==> config.mk <==
export PLATFORM = sky130hd
export DESIGN_NAME = mini_cpu_ctrl_flat
export DESIGN_NICKNAME = d
export VERILOG_FILES = /design/src/rtl/mini_cpu_ctrl_pkg.sv /design/src/rtl/mini_cpu_ctrl_if.sv /design/src/rtl/mini_cpu_ctrl_alu.sv /design/src/rtl/mini_cpu_ctrl.sv /design/src/flat_wrapper.sv
export SDC_FILE = /design/constraint.sdc
export NUM_CORES = 1
export LEC_CHECK = 0
export ABC_AREA = 1
export CORE_MARGIN = 8
export CORE_UTILIZATION = 40
export CTS_CLUSTER_SIZE = 30
export DETAILED_ROUTE_END_ITERATION = 6
export SLEW_MARGIN = 0
export SYNTH_ARGS = -nofsm -noshare
export SYNTH_HDL_FRONTEND = slang
export SYNTH_SLANG_ARGS = --single-unit
==> constraint.sdc <==
create_clock -name clk -period 5.4 [get_ports clk]
set_input_delay 1.62 -clock clk [delete_from_list [all_inputs] [get_ports clk]]
set_output_delay 1.62 -clock clk [all_outputs]
set_load 0.05 [all_outputs]
==> src/rtl/mini_cpu_ctrl_pkg.sv <==
// Shared types and widths for the Mini-CPU instruction sequencer.
//   DATA_W / ADDR_W / DEPTH : RAM word width, address width, word count
//   opcode_e                : instruction opcodes as seen on the decoder bus
//   state_e                 : sequencer FSM states
//   instr_t                 : latched instruction payload
// Optional feature macro used by the including files: MINI_CPU_OVF_EN.
package mini_cpu_ctrl_pkg;

  localparam int unsigned DATA_W = 16;
  localparam int unsigned ADDR_W = 4;
  localparam int unsigned DEPTH  = 2 ** ADDR_W;

  typedef enum logic [2:0] {
    OP_LOAD    = 3'b000,
    OP_ADD     = 3'b001,
    OP_ADDI    = 3'b010,
    OP_SUB     = 3'b011,
    OP_SUBI    = 3'b100,
    OP_MUL     = 3'b101,
    OP_CLEAR   = 3'b110,
    OP_DISPLAY = 3'b111
  } opcode_e;

  typedef enum logic [2:0] {
    ST_IDLE = 3'd0,
    ST_RD   = 3'd1,
    ST_WB   = 3'd2,
    ST_CLR  = 3'd3,
    ST_DONE = 3'd4
  } state_e;

  typedef struct packed {
    opcode_e             opcode;
    logic [ADDR_W-1:0]   addr1;
    logic [ADDR_W-1:0]   addr2;
    logic [ADDR_W-1:0]   addr3;
    logic [DATA_W-1:0]   imm;
  } instr_t;

  // Register-register ops take their second operand from read port 2.
  function automatic logic uses_rs2(input opcode_e op);
    return (op == OP_ADD) || (op == OP_SUB);
  endfunction

endpackage

==> src/rtl/mini_cpu_ctrl_if.sv <==
// Instruction handshake + RAM port bundle for the Mini-CPU sequencer.
//   slave  : the sequencer (accepts instructions, drives RAM read/write ports)
//   master : decoder front-end + RAM bank side
// Signals: instr_valid/ready, opcode, addr1..3, imm, mem_raddr1/2, mem_rdata1/2,
//   mem_we/waddr/wdata, disp_val, done, and ovf when MINI_CPU_OVF_EN is defined.
interface mini_cpu_ctrl_if;
  import mini_cpu_ctrl_pkg::*;

  logic                instr_valid;
  logic                instr_ready;
  opcode_e             opcode;
  logic [ADDR_W-1:0]   addr1;
  logic [ADDR_W-1:0]   addr2;
  logic [ADDR_W-1:0]   addr3;
  logic [DATA_W-1:0]   imm;
  logic [ADDR_W-1:0]   mem_raddr1;
  logic [ADDR_W-1:0]   mem_raddr2;
  logic [DATA_W-1:0]   mem_rdata1;
  logic [DATA_W-1:0]   mem_rdata2;
  logic                mem_we;
  logic [ADDR_W-1:0]   mem_waddr;
  logic [DATA_W-1:0]   mem_wdata;
  logic [DATA_W-1:0]   disp_val;
  logic                done;
`ifdef MINI_CPU_OVF_EN
  logic                ovf;

  modport slave (
    input  instr_valid, opcode, addr1, addr2, addr3, imm, mem_rdata1, mem_rdata2,
    output instr_ready, mem_raddr1, mem_raddr2, mem_we, mem_waddr, mem_wdata,
           disp_val, done, ovf
  );
  modport master (
    output instr_valid, opcode, addr1, addr2, addr3, imm, mem_rdata1, mem_rdata2,
    input  instr_ready, mem_raddr1, mem_raddr2, mem_we, mem_waddr, mem_wdata,
           disp_val, done, ovf
  );
`else
  modport slave (
    input  instr_valid, opcode, addr1, addr2, addr3, imm, mem_rdata1, mem_rdata2,
    output instr_ready, mem_raddr1, mem_raddr2, mem_we, mem_waddr, mem_wdata,
           disp_val, done
  );
  modport master (
    output instr_valid, opcode, addr1, addr2, addr3, imm, mem_rdata1, mem_rdata2,
    input  instr_ready, mem_raddr1, mem_raddr2, mem_we, mem_waddr, mem_wdata,
           disp_val, done
  );
`endif
endinterface

==> src/rtl/mini_cpu_ctrl_alu.sv <==
// Combinational ALU for the Mini-CPU sequencer.
//   i_op       : opcode selecting add / sub / mul
//   i_a, i_b   : DATA_W operands
//   o_result_c : result modulo 2**DATA_W
//   o_ovf_c    : signed overflow (only when MINI_CPU_OVF_EN is defined)
module mini_cpu_ctrl_alu
  import mini_cpu_ctrl_pkg::*;
(
  input  opcode_e            i_op,
  input  logic [DATA_W-1:0]  i_a,
  input  logic [DATA_W-1:0]  i_b,
`ifdef MINI_CPU_OVF_EN
  output logic               o_ovf_c,
`endif
  output logic [DATA_W-1:0]  o_result_c
);

  logic [DATA_W-1:0] w_sum;
  logic [DATA_W-1:0] w_diff;
  logic [DATA_W-1:0] w_mul;

  assign w_sum  = i_a + i_b;
  assign w_diff = i_a - i_b;

`ifdef MINI_CPU_OVF_EN
  // Sign-extended full-width product; low 2*DATA_W bits equal the signed product.
  logic [2*DATA_W-1:0] w_prod;
  assign w_prod = {{DATA_W{i_a[DATA_W-1]}}, i_a} * {{DATA_W{i_b[DATA_W-1]}}, i_b};
  assign w_mul  = w_prod[DATA_W-1:0];
`else
  assign w_mul  = i_a * i_b;
`endif

  // Result select (and overflow classification when enabled).
  always_comb begin
    o_result_c = '0;
`ifdef MINI_CPU_OVF_EN
    o_ovf_c    = 1'b0;
`endif
    case (i_op)
      OP_ADD, OP_ADDI: begin
        o_result_c = w_sum;
`ifdef MINI_CPU_OVF_EN
        o_ovf_c = (i_a[DATA_W-1] == i_b[DATA_W-1]) && (w_sum[DATA_W-1] != i_a[DATA_W-1]);
`endif
      end
      OP_SUB, OP_SUBI: begin
        o_result_c = w_diff;
`ifdef MINI_CPU_OVF_EN
        o_ovf_c = (i_a[DATA_W-1] != i_b[DATA_W-1]) && (w_diff[DATA_W-1] != i_a[DATA_W-1]);
`endif
      end
      OP_MUL: begin
        o_result_c = w_mul;
`ifdef MINI_CPU_OVF_EN
        // Representable only if bits [2W-1:W-1] are all copies of the sign bit.
        o_ovf_c = (w_prod[2*DATA_W-1:DATA_W-1] != {(DATA_W+1){w_prod[DATA_W-1]}});
`endif
      end
      default: o_result_c = '0;
    endcase
  end

endmodule

==> src/rtl/mini_cpu_ctrl.sv <==
// Mini-CPU instruction sequencer: accepts one decoded instruction per handshake,
// reads operands from the 16x16 register RAM, computes through the ALU, writes
// back and pulses done. CLEAR zeroes all 16 words, DISPLAY latches disp_val.
// Ports: clk, rst_n (async, active-low), bus (mini_cpu_ctrl_if.slave).
// Optional feature: MINI_CPU_OVF_EN adds bus.ovf (signed overflow of last ALU op).
module mini_cpu_ctrl
  import mini_cpu_ctrl_pkg::*;
(
  input  logic          clk,
  input  logic          rst_n,
  mini_cpu_ctrl_if.slave bus
);

  state_e             r_state,  w_state_nxt;
  instr_t             r_instr,  w_instr_nxt;
  logic [ADDR_W-1:0]  r_raddr2, w_raddr2_nxt;
  logic               r_we,     w_we_nxt;
  logic [ADDR_W-1:0]  r_waddr,  w_waddr_nxt;
  logic [DATA_W-1:0]  r_wdata,  w_wdata_nxt;
  logic [DATA_W-1:0]  r_disp,   w_disp_nxt;
  logic               r_done;
  logic               r_ready;

  logic [DATA_W-1:0]  w_alu_b;
  logic [DATA_W-1:0]  w_alu_res;

`ifdef MINI_CPU_OVF_EN
  logic               r_ovf, w_ovf_nxt;
  logic               w_alu_ovf;
`endif

  assign w_alu_b = uses_rs2(r_instr.opcode) ? bus.mem_rdata2 : r_instr.imm;

  mini_cpu_ctrl_alu u_alu (
    .i_op       (r_instr.opcode),
    .i_a        (bus.mem_rdata1),
    .i_b        (w_alu_b),
`ifdef MINI_CPU_OVF_EN
    .o_ovf_c    (w_alu_ovf),
`endif
    .o_result_c (w_alu_res)
  );

  // Next-state and next-output logic; write strobes are registered so they
  // appear in the cycle after they are computed (WB for ALU ops).
  always_comb begin
    w_state_nxt  = r_state;
    w_instr_nxt  = r_instr;
    w_raddr2_nxt = r_raddr2;
    w_we_nxt     = 1'b0;
    w_waddr_nxt  = r_waddr;
    w_wdata_nxt  = r_wdata;
    w_disp_nxt   = r_disp;
`ifdef MINI_CPU_OVF_EN
    w_ovf_nxt    = r_ovf;
`endif
    case (r_state)
      ST_IDLE: begin
        if (bus.instr_valid) begin
          w_instr_nxt = '{opcode: bus.opcode, addr1: bus.addr1, addr2: bus.addr2,
                          addr3: bus.addr3, imm: bus.imm};
          case (bus.opcode)
            OP_LOAD: begin
              w_state_nxt = ST_WB;
              w_we_nxt    = 1'b1;
              w_waddr_nxt = bus.addr1;
              w_wdata_nxt = bus.imm;
            end
            OP_CLEAR: begin
              w_state_nxt = ST_CLR;
              w_we_nxt    = 1'b1;
              w_waddr_nxt = '0;
              w_wdata_nxt = '0;
            end
            default: begin
              w_state_nxt  = ST_RD;
              w_raddr2_nxt = uses_rs2(bus.opcode) ? bus.addr2 : '0;
            end
          endcase
        end
      end
      ST_RD: begin
        // Read data for the latched addresses is valid in this cycle.
        w_state_nxt = ST_WB;
        case (r_instr.opcode)
          OP_DISPLAY: w_disp_nxt = bus.mem_rdata1;
          OP_ADD, OP_SUB: begin
            w_we_nxt    = 1'b1;
            w_waddr_nxt = r_instr.addr3;
            w_wdata_nxt = w_alu_res;
`ifdef MINI_CPU_OVF_EN
            w_ovf_nxt   = w_alu_ovf;
`endif
          end
          default: begin
            w_we_nxt    = 1'b1;
            w_waddr_nxt = r_instr.addr2;
            w_wdata_nxt = w_alu_res;
`ifdef MINI_CPU_OVF_EN
            w_ovf_nxt   = w_alu_ovf;
`endif
          end
        endcase
      end
      ST_WB:   w_state_nxt = ST_DONE;
      ST_CLR: begin
        // r_waddr doubles as the CLEAR sweep counter.
        if (r_waddr == ADDR_W'(DEPTH - 1)) begin
          w_state_nxt = ST_DONE;
        end else begin
          w_we_nxt    = 1'b1;
          w_waddr_nxt = r_waddr + ADDR_W'(1);
        end
      end
      ST_DONE: w_state_nxt = ST_IDLE;
      default: w_state_nxt = ST_IDLE;
    endcase
  end

  // State and output registers.
  always_ff @(posedge clk or negedge rst_n) begin
    if (!rst_n) begin
      r_state  <= ST_IDLE;
      r_instr  <= '0;
      r_raddr2 <= '0;
      r_we     <= 1'b0;
      r_waddr  <= '0;
      r_wdata  <= '0;
      r_disp   <= '0;
      r_done   <= 1'b0;
      r_ready  <= 1'b1;
`ifdef MINI_CPU_OVF_EN
      r_ovf    <= 1'b0;
`endif
    end else begin
      r_state  <= w_state_nxt;
      r_instr  <= w_instr_nxt;
      r_raddr2 <= w_raddr2_nxt;
      r_we     <= w_we_nxt;
      r_waddr  <= w_waddr_nxt;
      r_wdata  <= w_wdata_nxt;
      r_disp   <= w_disp_nxt;
      r_done   <= (w_state_nxt == ST_DONE);
      r_ready  <= (w_state_nxt == ST_IDLE);
`ifdef MINI_CPU_OVF_EN
      r_ovf    <= w_ovf_nxt;
`endif
    end
  end

  assign bus.instr_ready = r_ready;
  assign bus.mem_raddr1  = r_instr.addr1;
  assign bus.mem_raddr2  = r_raddr2;
  assign bus.mem_we      = r_we;
  assign bus.mem_waddr   = r_waddr;
  assign bus.mem_wdata   = r_wdata;
  assign bus.disp_val    = r_disp;
  assign bus.done        = r_done;
`ifdef MINI_CPU_OVF_EN
  assign bus.ovf         = r_ovf;
`endif

endmodule

==> src/flat_wrapper.sv <==
// flat-port wrapper written by rule: the top's interface ports become plain ports
module mini_cpu_ctrl_flat import mini_cpu_ctrl_pkg::*;
  (clk, rst_n, bus_instr_valid, bus_opcode, bus_addr1, bus_addr2, bus_addr3, bus_imm, bus_mem_rdata1, bus_mem_rdata2, bus_instr_ready, bus_mem_raddr1, bus_mem_raddr2, bus_mem_we, bus_mem_waddr, bus_mem_wdata, bus_disp_val, bus_done);
  mini_cpu_ctrl_if bus_i ();
  input  logic clk;
  input  logic rst_n;
  input wire logic [$bits(bus_i.instr_valid)-1:0] bus_instr_valid;
  input wire logic [$bits(bus_i.opcode)-1:0] bus_opcode;
  input wire logic [$bits(bus_i.addr1)-1:0] bus_addr1;
  input wire logic [$bits(bus_i.addr2)-1:0] bus_addr2;
  input wire logic [$bits(bus_i.addr3)-1:0] bus_addr3;
  input wire logic [$bits(bus_i.imm)-1:0] bus_imm;
  input wire logic [$bits(bus_i.mem_rdata1)-1:0] bus_mem_rdata1;
  input wire logic [$bits(bus_i.mem_rdata2)-1:0] bus_mem_rdata2;
  output wire logic [$bits(bus_i.instr_ready)-1:0] bus_instr_ready;
  output wire logic [$bits(bus_i.mem_raddr1)-1:0] bus_mem_raddr1;
  output wire logic [$bits(bus_i.mem_raddr2)-1:0] bus_mem_raddr2;
  output wire logic [$bits(bus_i.mem_we)-1:0] bus_mem_we;
  output wire logic [$bits(bus_i.mem_waddr)-1:0] bus_mem_waddr;
  output wire logic [$bits(bus_i.mem_wdata)-1:0] bus_mem_wdata;
  output wire logic [$bits(bus_i.disp_val)-1:0] bus_disp_val;
  output wire logic [$bits(bus_i.done)-1:0] bus_done;
  assign bus_i.instr_valid = bus_instr_valid;
  assign bus_i.opcode = bus_opcode;
  assign bus_i.addr1 = bus_addr1;
  assign bus_i.addr2 = bus_addr2;
  assign bus_i.addr3 = bus_addr3;
  assign bus_i.imm = bus_imm;
  assign bus_i.mem_rdata1 = bus_mem_rdata1;
  assign bus_i.mem_rdata2 = bus_mem_rdata2;
  assign bus_instr_ready = bus_i.instr_ready;
  assign bus_mem_raddr1 = bus_i.mem_raddr1;
  assign bus_mem_raddr2 = bus_i.mem_raddr2;
  assign bus_mem_we = bus_i.mem_we;
  assign bus_mem_waddr = bus_i.mem_waddr;
  assign bus_mem_wdata = bus_i.mem_wdata;
  assign bus_disp_val = bus_i.disp_val;
  assign bus_done = bus_i.done;
  mini_cpu_ctrl u_core (.clk(clk), .rst_n(rst_n), .bus(bus_i));
endmodule
==> metrics.json, run 1 <==
{
  "floorplan": {
    "fp.dieH_um": 166,
    "floorplan.die_area_um2": 27500,
    "boundary_pin_count": 113,
    "floorplan.initialDensity": 0.402,
    "die_width_um": 166,
    "num_rows": 55,
    "core-area_um2": 22300
  },
  "sta": {
    "clock_skew_ns": 0.0108,
    "worst-slew-pin-transition_ns": 0.996,
    "finalHoldViolCount": 0,
    "timing.fmax_mhz": 158,
    "report.final.setup_viol": 10,
    "final_critical_path_setup_slack_ns": -0.943,
    "post-route-period-util": 1.17,
    "rsz0062_at_grt": "yes",
    "time_the_worst_path_needs_with_i_o_delays_and_setup_ns": 6.34,
    "slew_headroom": 0.336,
    "timing_max_transition_violations_final": 0
  },
  "placed_design": {
    "post-place-ws_ns": -1.66,
    "io_buffers": 112,
    "dp.final_hpwl_um": 25200,
    "detailed_place.area_um2": 11600,
    "routabilityCongestion": 0.882
  },
  "synthesis": {
    "seq_area_frac_synth": 0.215,
    "count_of_flip_flops_with_a_built_in_enable_after_synthesis": 0,
    "netlist.area_leader.share": 0.212,
    "synthDistinctLibCells": 50,
    "ys_ff_latch": 77,
    "commonest_cells_in_the_synthesized_netlist": "sky130_fd_sc_hd__nand2_1 (309), sky130_fd_sc_hd__inv_1 (232), sky130_fd_sc_hd__nor2_1 (104), sky130_fd_sc_hd__o21ai_0 (83), sky130_fd_sc_hd__fa_1 (81)",
    "synth-warning-count": 0,
    "synth_top_area_cell": "sky130_fd_sc_hd__dfrtp_1",
    "synth_top_family_by_area": "adder cells",
    "synthesis.area_per_instance_um2": 7.35,
    "post_synth_main_area_contributors": "sky130_fd_sc_hd__dfrtp_1 (21%), sky130_fd_sc_hd__fa_1 (18%), sky130_fd_sc_hd__nand2_1 (13%)",
    "post_synth_and_or_nand_nor_area_fraction": 0.249,
    "synth_cells": 1221,
    "synth_ff_type": "sky130_fd_sc_hd__dfrtp_1",
    "syn_area_um2": 8970,
    "postSynthNetCount": 1435,
    "ys_async_sr_fraction": 1.00,
    "synth.area.mux_share": 0,
    "yosys.area_share.adder": 0.274,
    "synth-xor-area-share": 0.0233,
    "synth_compound_area_frac": 0.111,
    "synthMostInstantiatedCell": "sky130_fd_sc_hd__nand2_1"
  },
  "global_route": {
    "initial_antenna_violation_count": 0,
    "grt_max_degree": 78,
    "global_route_wire_length_before_repair_um": 49600,
    "met3_usage": 0.0412,
    "overflow": 0,
    "met2_usage": 0.365,
    "global_route.peak_usage_layer": "met2",
    "grtUsageTotal": 0.224,
    "globalRouteMet1Util": 0.294,
    "first_global_vias": 9244
  },
  "drt": {
    "route.vias.total": 8968,
    "route.antenna.remaining_nets": 0,
    "drt_wl_cell_um": 17.4,
    "finalWirelength_um": 31400,
    "drtIter0Drc": 629,
    "drt-vias-per-instance": 4.97,
    "detail_route.first_pass.iterations": 5,
    "detail_route.drc_violations": 0
  },
  "final_layout": {
    "syn_to_layout_area_delta_pct": 44.5,
    "stdcell_area_um2": 13000,
    "utilization_after_layout": 0.581,
    "insertedDiodeCount": 0,
    "nets": 1729,
    "final_layout_size_suffix_gt1_frac": 0.281,
    "final.fill_count": 2089
  },
  "clock_network": {
    "clk_pin_slew_ns": 0.07,
    "cts_buffers": 9,
    "tritoncts": "yes",
    "cts.path.max_buffers": 2,
    "ctsHtreeMaxLevel": 3,
    "worstSkewPairLatency_ns": 0.35,
    "clock_tree_root_buffer_cell": "sky130_fd_sc_hd__clkbuf_16",
    "clkSinkCount": 77
  },
  "flow_run": {
    "max_cap_violations": 0
  },
  "run_status": {
    "outcome": "finished with violations",
    "failed_checks": "negative setup slack"
  },
  "critical_path": {
    "largest_driver_fanout_on_the_critical_path": 3,
    "crit_arrival_ns": 6.60,
    "critical_path.top_delay_family": "adder cells",
    "critical_path.startpoint_type": "input pin",
    "crit_path_end_kind": "flip-flop",
    "type_of_the_worst_setup_path": "in -> reg",
    "timing.critical_path.slowest_cell_delay_ns": 0.54,
    "worst_ep_required_time_ns": 5.65,
    "critical_path.n_buffers_inverters": 7,
    "critical_path.slowest_cell": "sky130_fd_sc_hd__fa_1",
    "cell_with_the_most_instances_on_the_worst_path": "sky130_fd_sc_hd__fa_1"
  },
  "worst_hold_path": {
    "holdCritPathClass": "reg -> reg"
  }
}
## registers in the layout (all words and copies together) (netlist names)
register / flops
u_core.r_instr: 27
u_core.bus.disp_val: 16
u_core.bus.mem_wdata: 16
u_core.bus.mem_raddr1: 4
u_core.bus.mem_raddr2: 4
u_core.bus.mem_waddr: 4
u_core.r_state: 3
u_core.bus.done: 1
u_core.bus.instr_ready: 1
u_core.bus.mem_we: 1
## worst paths after layout
check / start / end / slack, ns / depth (start not counted)
worst max-delay path: bus_mem_rdata2[3] / u_core.bus.mem_wdata[15] / -0.94 / 25
worst min-delay path: u_core.r_instr[16] / u_core.r_instr[16] / 0.48 / 2
worst max register to register: u_core.r_instr[30] / u_core.bus.mem_wdata[15] / -0.36 / 27
worst min register to register: u_core.r_instr[16] / u_core.r_instr[16] / 0.48 / 2
max in group asynchronous: rst_n / u_core.bus.disp_val[6] / 3.32 / 1
min in group asynchronous: rst_n / u_core.bus.mem_waddr[1] / 1.43 / 1
## routing by layer
metal | routed length [µm] | vias up
met5 | 0 | -
met4 | 858 | 0
met3 | 1860 | 50
met2 | 14500 | 280
met1 | 14100 | 4252
li1 | - | 4386
## logic make-up (layout without fill, tap and decap cells)
kind of cell,Yosys count,count (layout)
and+or+nand+nor,531,531
buffers and inverters,274,573
AOI/OAI and AO/OA,168,168
adders and majority gates,148,148
DFF,77,77
xor gates and xnor gates,23,23
## worst reg2reg max path: cells and delay by family, from the launching register on
kind / cells / cell delay (ns)
fa+ha+maj: 7 / 3.27
buf+inv: 8 / 0.74
simple gates: 9 / 0.65
compound gates: 3 / 0.59
flops: 1 / 0.42
## metrics by stage
| stage | instances | hold WS, ns | setup TNS [ns] |
|---|---|---|---|
| 2_1_floorplan | 1221 | 0.437 | -3.94 |
| 3_3_place_gp | 1725 | 0.456 | -14.51 |
| 3_5_place_dp | 1725 | 0.457 | -14.92 |
| 4_1_cts | 1785 | 0.477 | -6.14 |
| 5_1_grt | 1805 | 0.494 | -7.76 |
| 6_report | 1805 | 0.479 | -6.10 |
## timing repair
item,4_1_cts,5_1_grt
endpoints found under the setup margin,11,10
pin swaps,104,57
setup buffers,47,23
gates resized for setup,168,63
cloned,0,0
hold buffers,0,0
## area by class of cell
| type | count | area, µm² | share of cell area |
|---|---|---|---|
| Clock inverter | 7 | 81.3 | 0.00627 |
| Multi-Input combinational cell | 870 | 6650 | 0.513 |
| Timing Repair Buffer | 314 | 2750 | 0.212 |
| Clock buffer | 9 | 225 | 0.0174 |
| Inverter | 243 | 978 | 0.0755 |
| Tap cell | 285 | 357 | 0.0275 |
| Sequential cell | 77 | 1930 | 0.149 |
## cell usage in the layout (no fill, tap or decap), drive strengths merged, types with 3 or more instances in the layout
cell type	count
nor2	108
a31oi	4
dlygate4sd2	10
o211ai	8
clkinv	9
o221ai	4
clkdlybuf4s50	86
buf	211
a22o	4
nor3	15
ha	67
clkbuf	12
a21oi	42
nand3b	3
nand2	324
dfrtp	76
fa	81
o21bai	4
nand3	74
xnor2	3
o21ai	91
xor2	20
inv	238
or2	6
clkdlybuf4s15	4
Power of run 1 is left out: the tool's default activity adds up to more than one toggle a clock period on the data nets, which glitch-free logic cannot reach.
==> inputs of run 2 (changes only) <==
Settings changed: CELL_PAD_IN_SITES_DETAIL_PLACEMENT from default to 1, CELL_PAD_IN_SITES_GLOBAL_PLACEMENT from default to 1, DONT_BUFFER_PORTS from default to 1, PLACE_DENSITY_LB_ADDON from default to 0.1.
==> run 2 against run 1 <==
  * The flow still finishes with violations (negative setup slack)
  * Design area is 15% lower
  * Critical path depth is 2 higher
  * Flip-flop and latch count stayed put
  * First-iteration DRC count is 41% lower
  * Final cell count is 11% lower
  * Global-route usage is 1.8 points higher
  * Wire length is 5.4% higher
  * Via count is 6.7% lower
  * Clock skew is 0.0014 ns higher
==> metrics.json, run 2 (synthesis results as in run 1) <==
{
  "global_route": {
    "grt_max_degree": {"value": 78, "change": "unchanged"},
    "grtUsageTotal": {"value": 0.242, "change": "was 0.224"},
    "first_global_vias": {"value": 9304, "change": "was 9244"},
    "initial_antenna_violation_count": {"value": 0, "change": "unchanged"},
    "overflow": {"value": 0, "change": "unchanged"},
    "global_route_wire_length_before_repair": {"value": 52700, "unit": "µm", "change": "was 49600 µm"}
  },
  "floorplan": {
    "floorplan.die_area": {"value": 27500, "unit": "µm²", "change": "unchanged"},
    "core-area": {"value": 22300, "unit": "µm²", "change": "unchanged"},
    "fp.dieH": {"value": 166, "unit": "µm", "change": "unchanged"},
    "die_width": {"value": 166, "unit": "µm", "change": "unchanged"},
    "floorplan.initialDensity": {"value": 0.402, "change": "unchanged"},
    "num_rows": {"value": 55, "change": "unchanged"},
    "boundary_pin_count": {"value": 113, "change": "unchanged"}
  },
  "clock_network": {
    "post_cts_hold_buffer_count": {"value": 0, "change": "unchanged"},
    "tritoncts": {"value": "yes", "change": "unchanged"},
    "clk_pin_slew": {"value": 0.08, "unit": "ns", "change": "was 0.07 ns"},
    "worstSkewPairLatency": {"value": 0.36, "unit": "ns", "change": "was 0.35 ns"},
    "clock_tree_root_buffer_cell": {"value": "sky130_fd_sc_hd__clkbuf_16", "change": "unchanged"},
    "clkSinkCount": {"value": 77, "change": "unchanged"},
    "ctsHtreeMaxLevel": {"value": 3, "change": "unchanged"},
    "cts.path.max_buffers": {"value": 2, "change": "unchanged"},
    "cts_buffers": {"value": 9, "change": "unchanged"}
  },
  "sta": {
    "sum_neg_setup_slack": {"value": -4.78, "unit": "ns", "change": "was -6.10 ns"},
    "timing.fmax": {"value": 161, "unit": "MHz", "change": "was 158 MHz"},
    "clock_skew": {"value": 0.0122, "unit": "ns", "change": "was 0.0108 ns"},
    "finalHoldViolCount": {"value": 0, "change": "unchanged"},
    "final_critical_path_setup_slack": {"value": -0.798, "unit": "ns", "change": "was -0.943 ns"},
    "rsz0062_at_grt": {"value": "yes", "change": "unchanged"},
    "report.final.setup_viol": {"value": 10, "change": "unchanged"},
    "slew_headroom": {"value": 0.337, "change": "was 0.336"},
    "timing.hold.ws": {"value": 0.480, "unit": "ns", "change": "was 0.479 ns"},
    "timing_max_transition_violations_final": {"value": 0, "change": "unchanged"},
    "post-route-period-util": {"value": 1.15, "change": "was 1.17"},
    "time_the_worst_path_needs_with_i_o_delays_and_setup": {"value": 6.20, "unit": "ns", "change": "was 6.34 ns"},
    "worst-slew-pin-transition": {"value": 0.993, "unit": "ns", "change": "was 0.996 ns"}
  },
  "final_layout": {
    "largest_register_ffs": {"value": 27, "change": "unchanged"},
    "nets": {"value": 1533, "change": "was 1729"},
    "layout_common_cells": {"value": "sky130_fd_sc_hd__nand2_1 (294), sky130_fd_sc_hd__inv_1 (211), sky130_fd_sc_hd__buf_4 (105)", "change": "was sky130_fd_sc_hd__nand2_1 (287), sky130_fd_sc_hd__inv_1 (192), sky130_fd_sc_hd__buf_4 (171)"},
    "syn_to_layout_area_delta": {"value": 22.2, "unit": "%", "change": "was 44.5%"},
    "final.fill_count": {"value": 2807, "change": "was 2089"},
    "final_layout_size_suffix_gt1_frac": {"value": 0.218, "change": "was 0.281"},
    "layout_commonest_cell": {"value": "sky130_fd_sc_hd__nand2_1", "change": "unchanged"},
    "insertedDiodeCount": {"value": 0, "change": "unchanged"},
    "regMostFlops": {"value": "u_core.r_instr", "change": "unchanged"},
    "utilization_after_layout": {"value": 0.492, "change": "was 0.581"}
  },
  "placed_design": {
    "routabilityCongestion": {"value": 0.886, "change": "was 0.882"},
    "io_buffers": {"value": 0, "change": "was 112"},
    "dp.final_hpwl": {"value": 27100, "unit": "µm", "change": "was 25200 µm"}
  },
  "critical_path": {
    "rr_endpoint": {"value": "u_core.bus.mem_wdata[15]", "change": "unchanged"},
    "crit_path_end_kind": {"value": "flip-flop", "change": "unchanged"},
    "type_of_the_worst_setup_path": {"value": "in -> reg", "change": "unchanged"},
    "rr_worst_depth": {"value": 27, "change": "unchanged"},
    "worst_setup_path_endpoint": {"value": "u_core.bus.mem_wdata[15]", "change": "unchanged"},
    "worst_ep_required_time": {"value": 5.65, "unit": "ns", "change": "about the same"},
    "crit_arrival": {"value": 6.45, "unit": "ns", "change": "was 6.60 ns"},
    "critical_path.startpoint_type": {"value": "input pin", "change": "unchanged"},
    "crit_start": {"value": "bus_mem_rdata2[4]", "change": "was bus_mem_rdata2[3]"},
    "worst-r2r-setup-slack": {"value": -0.36, "unit": "ns", "change": "about the same"},
    "largest_driver_fanout_on_the_critical_path": {"value": 8, "change": "was 3"},
    "r2r_start": {"value": "u_core.r_instr[28]", "change": "was u_core.r_instr[30]"}
  },
  "drt": {
    "detail_route.first_pass.iterations": {"value": 4, "change": "was 5"},
    "drt_wl_cell": {"value": 20.6, "unit": "µm", "change": "was 17.4 µm"},
    "detail_route.drc_violations": {"value": 0, "change": "unchanged"},
    "route.antenna.remaining_nets": {"value": 0, "change": "unchanged"},
    "drt-vias-per-instance": {"value": 5.20, "change": "was 4.97"},
    "finalWirelength": {"value": 33100, "unit": "µm", "change": "was 31400 µm"},
    "drtIter0Drc": {"value": 369, "change": "was 629"},
    "route.vias.total": {"value": 8364, "change": "was 8968"}
  },
  "run_status": {
    "failed_checks": {"value": "negative setup slack", "change": "unchanged"},
    "outcome": {"value": "finished with violations", "change": "unchanged"}
  },
  "worst_hold_path": {
    "holdCritPathClass": {"value": "reg -> reg", "change": "unchanged"}
  },
  "flow_run": {
    "max_cap_violations": {"value": 0, "change": "unchanged"}
  }
}
[run 2: cell types whose count changed in the layout (fill, tap and decap cells not counted), moves of 7 or more]
cell / change
sky130_fd_sc_hd__inv_2: -18
sky130_fd_sc_hd__inv_1: +19
sky130_fd_sc_hd__clkdlybuf4s50_1: -86
sky130_fd_sc_hd__nand2_1: +7
sky130_fd_sc_hd__buf_4: -66
sky130_fd_sc_hd__nor2_4: -9
sky130_fd_sc_hd__ha_4: -7
sky130_fd_sc_hd__dlygate4sd2_1: -10
sky130_fd_sc_hd__buf_6: -19
[run 2: routing by layer]
metal,up-vias,GRT usage,wire (µm)
li1,3984,-,-
met1,4146,0.301,13900
met2,186,0.411,16000
met3,48,0.0549,2260
met4,0,0.0717,847
met5,-,0,0
[run 2: critical path, stage by stage]
cell                       delay [ns]
sky130_fd_sc_hd__nand3_2         0.09
sky130_fd_sc_hd__nand2_4         0.08
sky130_fd_sc_hd__clkinv_8        0.09
sky130_fd_sc_hd__buf_4           0.11
sky130_fd_sc_hd__nor2_2          0.04
sky130_fd_sc_hd__fa_1            0.54
sky130_fd_sc_hd__inv_1           0.06
sky130_fd_sc_hd__fa_1            0.48
sky130_fd_sc_hd__inv_1           0.06
sky130_fd_sc_hd__fa_1            0.50
sky130_fd_sc_hd__fa_1            0.45
sky130_fd_sc_hd__fa_1            0.50
sky130_fd_sc_hd__inv_1           0.06
sky130_fd_sc_hd__fa_1            0.50
sky130_fd_sc_hd__inv_1           0.07
sky130_fd_sc_hd__ha_4            0.29
sky130_fd_sc_hd__inv_4           0.05
sky130_fd_sc_hd__nor3_4          0.18
sky130_fd_sc_hd__nand2_1         0.09
sky130_fd_sc_hd__o311ai_2        0.08
sky130_fd_sc_hd__a31oi_2         0.09
sky130_fd_sc_hd__inv_1           0.07
sky130_fd_sc_hd__nand2_1         0.05
sky130_fd_sc_hd__nand3_1         0.08
sky130_fd_sc_hd__nand3_1         0.08
sky130_fd_sc_hd__nand2_1         0.07
sky130_fd_sc_hd__nand2_1         0.05
[run 2: what timing repair did]
item	in CTS	in global routing
gates resized for setup	41	39
hold endpoints to repair	0	0
endpoints found under the setup margin	10	10
setup buffers	9	5
pin swaps	34	28
[run 2: per-stage QoR]
stage	setup slack (ns)	cell area, µm²	instances
after global routing	-0.990	11000	1609
after detailed placement	-1.24	10300	1584
after CTS	-0.767	10800	1608
final	-0.798	11000	1609
after global placement	-1.19	10300	1584
after floorplan	-0.788	9310	1221
[run 2: worst min path at each step]
stage                       startpoint            endpoint  slack (ns)  depth (start not counted)
finish              u_core.r_instr[16]  u_core.r_instr[16]        0.48                          2
global route        u_core.r_instr[19]  u_core.r_instr[19]        0.51                          2
CTS                 u_core.r_instr[19]  u_core.r_instr[19]        0.48                          2
detailed placement  u_core.r_instr[19]  u_core.r_instr[19]        0.46                          2
global placement    u_core.r_instr[21]  u_core.r_instr[21]        0.46                          2
floorplan           u_core.r_instr[21]  u_core.r_instr[21]        0.44                          2
[run 2: cell type report]
class,count,area [µm²],area share
inverters,243,963,0.0879
flip-flops and latches,77,1930,0.176
repair buffers,118,970,0.0885
well taps,285,357,0.0325
multi-input cells,870,6430,0.587
clock inverters,7,86.3,0.00788
clock buffers,9,225,0.0205
Power of run 2 is left out for the same reason.
==> inputs of run 3 (changes only) <==
Settings changed: PLACE_DENSITY from default to 0.7, PLACE_DENSITY_LB_ADDON 0.1 to default.
==> run 3 against run 2 <==
  * The flow still finishes with violations (negative setup slack)
  * Clock-buffer cell count unchanged
  * Wire length increased by 2.6%
  * Clock skew up 0.0047 ns
  * Design area up 1.7%
  * Highest routed layer unchanged
==> metrics.json, run 3 (synthesis results as in run 1) <==
{
  "run_status": {
    "outcome": {"value": "finished with violations", "change": "unchanged"},
    "failed_checks": {"value": "negative setup slack", "change": "unchanged"}
  },
  "critical_path": {
    "crit_path_end_kind": {"value": "flip-flop", "change": "unchanged"},
    "crit_arrival": {"value": 6.43, "unit": "ns", "change": "was 6.45 ns"},
    "type_of_the_worst_setup_path": {"value": "in -> reg", "change": "unchanged"},
    "largest_driver_fanout_on_the_critical_path": {"value": 4, "change": "was 8"},
    "timing.critical_path.slowest_cell_delay": {"value": 0.58, "unit": "ns", "change": "was 0.54 ns"},
    "worst_ep_required_time": {"value": 5.65, "unit": "ns", "change": "about the same"},
    "critical_path.slowest_cell": {"value": "sky130_fd_sc_hd__fa_1", "change": "unchanged"},
    "cell_with_the_most_instances_on_the_worst_path": {"value": "sky130_fd_sc_hd__nand2_1", "change": "was sky130_fd_sc_hd__fa_1"},
    "critical_path.startpoint_type": {"value": "input pin", "change": "unchanged"}
  },
  "sta": {
    "slew_headroom": {"value": 0.344, "change": "was 0.337"},
    "timing_max_transition_violations_final": {"value": 0, "change": "unchanged"},
    "final_critical_path_setup_slack": {"value": -0.778, "unit": "ns", "change": "was -0.798 ns"},
    "timing.hold.ws": {"value": 0.481, "unit": "ns", "change": "was 0.480 ns"},
    "finalHoldViolCount": {"value": 0, "change": "unchanged"},
    "time_the_worst_path_needs_with_i_o_delays_and_setup": {"value": 6.18, "unit": "ns", "change": "was 6.20 ns"},
    "post-route-period-util": {"value": 1.14, "change": "was 1.15"},
    "sum_neg_setup_slack": {"value": -5.75, "unit": "ns", "change": "was -4.78 ns"},
    "timing.fmax": {"value": 162, "unit": "MHz", "change": "was 161 MHz"},
    "clock_skew": {"value": 0.0169, "unit": "ns", "change": "was 0.0122 ns"},
    "rsz0062_at_grt": {"value": "yes", "change": "unchanged"},
    "worst-slew-pin-transition": {"value": 0.983, "unit": "ns", "change": "was 0.993 ns"},
    "report.final.setup_viol": {"value": 10, "change": "unchanged"}
  },
  "global_route": {
    "grt_max_degree": {"value": 78, "change": "unchanged"},
    "initial_antenna_violation_count": {"value": 0, "change": "unchanged"},
    "global_route_wire_length_before_repair": {"value": 53500, "unit": "µm", "change": "was 52700 µm"},
    "grtUsageTotal": {"value": 0.244, "change": "was 0.242"},
    "overflow": {"value": 0, "change": "unchanged"},
    "first_global_vias": {"value": 9559, "change": "was 9304"}
  },
  "clock_network": {
    "clkSinkCount": {"value": 77, "change": "unchanged"},
    "post_cts_hold_buffer_count": {"value": 0, "change": "unchanged"},
    "cts_buffers": {"value": 9, "change": "unchanged"},
    "worstSkewPairLatency": {"value": 0.36, "unit": "ns", "change": "about the same"},
    "clk_pin_slew": {"value": 0.08, "unit": "ns", "change": "about the same"},
    "clock_tree_root_buffer_cell": {"value": "sky130_fd_sc_hd__clkbuf_16", "change": "unchanged"},
    "cts.path.max_buffers": {"value": 2, "change": "unchanged"},
    "ctsHtreeMaxLevel": {"value": 3, "change": "unchanged"},
    "tritoncts": {"value": "yes", "change": "unchanged"}
  },
  "final_layout": {
    "insertedDiodeCount": {"value": 0, "change": "unchanged"},
    "regMostFlops": {"value": "u_core.r_instr", "change": "unchanged"},
    "layout_commonest_cell": {"value": "sky130_fd_sc_hd__nand2_1", "change": "unchanged"},
    "multi_input_combinational_cell_area": {"value": 6490, "unit": "µm²", "change": "was 6430 µm²"},
    "final.fill_count": {"value": 2787, "change": "was 2807"},
    "final_layout_size_suffix_gt1_frac": {"value": 0.229, "change": "was 0.218"},
    "nets": {"value": 1547, "change": "was 1533"},
    "largest_register_ffs": {"value": 27, "change": "unchanged"},
    "register_area": {"value": 1930, "unit": "µm²", "change": "unchanged"},
    "syn_to_layout_area_delta": {"value": 24.2, "unit": "%", "change": "was 22.2%"},
    "layout_common_cells": {"value": "sky130_fd_sc_hd__nand2_1 (294), sky130_fd_sc_hd__inv_1 (208), sky130_fd_sc_hd__buf_4 (114)", "change": "was sky130_fd_sc_hd__nand2_1 (294), sky130_fd_sc_hd__inv_1 (211), sky130_fd_sc_hd__buf_4 (105)"}
  },
  "floorplan": {
    "core-area": {"value": 22300, "unit": "µm²", "change": "unchanged"},
    "num_rows": {"value": 55, "change": "unchanged"},
    "boundary_pin_count": {"value": 113, "change": "unchanged"},
    "die_width": {"value": 166, "unit": "µm", "change": "unchanged"},
    "fp.dieH": {"value": 166, "unit": "µm", "change": "unchanged"},
    "floorplan.initialDensity": {"value": 0.402, "change": "unchanged"},
    "floorplan.die_area": {"value": 27500, "unit": "µm²", "change": "unchanged"}
  },
  "drt": {
    "route.antenna.remaining_nets": {"value": 0, "change": "unchanged"},
    "drt_wl_cell": {"value": 20.9, "unit": "µm", "change": "was 20.6 µm"},
    "drtIter0Drc": {"value": 449, "change": "was 369"},
    "finalWirelength": {"value": 33900, "unit": "µm", "change": "was 33100 µm"},
    "detail_route.first_pass.iterations": {"value": 5, "change": "was 4"},
    "drt-vias-per-instance": {"value": 5.26, "change": "was 5.20"},
    "route.vias.total": {"value": 8535, "change": "was 8364"},
    "detail_route.drc_violations": {"value": 0, "change": "unchanged"}
  },
  "worst_hold_path": {
    "holdCritPathClass": {"value": "reg -> reg", "change": "unchanged"}
  },
  "placed_design": {
    "dp.final_hpwl": {"value": 26700, "unit": "µm", "change": "was 27100 µm"},
    "routabilityCongestion": {"value": 0.913, "change": "was 0.886"},
    "io_buffers": {"value": 0, "change": "unchanged"}
  },
  "flow_run": {
    "max_cap_violations": {"value": 0, "change": "unchanged"}
  }
}
## run 3: cell count changes in the layout (fill, tap and decap cells not counted), sizes merged
cell / delta
inv: -2
clkinv: +3
bufinv: -1
buf: +14
## run 3: path summary, 6_finish.rpt
kind	end	depth (start not counted)	slack [ns]	from
hold / removal	u_core.r_instr[19]	2	0.48	u_core.r_instr[19]
setup / recovery	u_core.bus.mem_wdata[14]	28	-0.78	bus_mem_rdata2[3]
setup reg to reg	u_core.bus.mem_wdata[14]	31	-0.37	u_core.r_instr[28]
min in group asynchronous	u_core.bus.disp_val[11]	0	0.96	rst_n
max in group asynchronous	u_core.bus.instr_ready	0	4.21	rst_n
hold reg to reg	u_core.r_instr[19]	2	0.48	u_core.r_instr[19]
## run 3: stage by stage
step,setup slack [ns],util,std cells,area [µm²]
6_report,-0.778,0.500,1623,11100
3_3_place_gp,-1.11,0.458,1579,10200
3_5_place_dp,-1.23,0.458,1579,10200
2_1_floorplan,-0.788,-,1221,9310
4_1_cts,-0.696,0.494,1617,11000
5_1_grt,-0.970,0.500,1623,11100
## run 3: worst max-delay path: cells and delay by family
family,cells,cell delay [ns]
fa+ha+maj,7,3.07
compound gates,4,0.42
buf+inv,4,0.37
simple gates,13,0.93
## run 3: final cells by class
cell class | instances | area share
tap | 285 | 0.0320
clock inverter | 7 | 0.00775
inverter | 243 | 0.0874
sequential | 77 | 0.173
clock buffer | 9 | 0.0202
multi-input combinational | 870 | 0.582
timing repair buffer | 132 | 0.0977
## run 3: layer usage
metal | vias to the layer above | wire (µm) | GRT usage
met4 | 0 | 1080 | 0.0752
met5 | - | 0 | 0
li1 | 4009 | - | -
met2 | 235 | 16700 | 0.421
met3 | 66 | 1950 | 0.0511
met1 | 4225 | 14200 | 0.301
## run 3: repair_timing
action,CTS,global route
pin swaps,66,31
endpoints found under the setup margin,10,10
cloned,0,0
setup buffers,26,8
resized for setup,79,22
Power of run 3 is left out for the same reason.
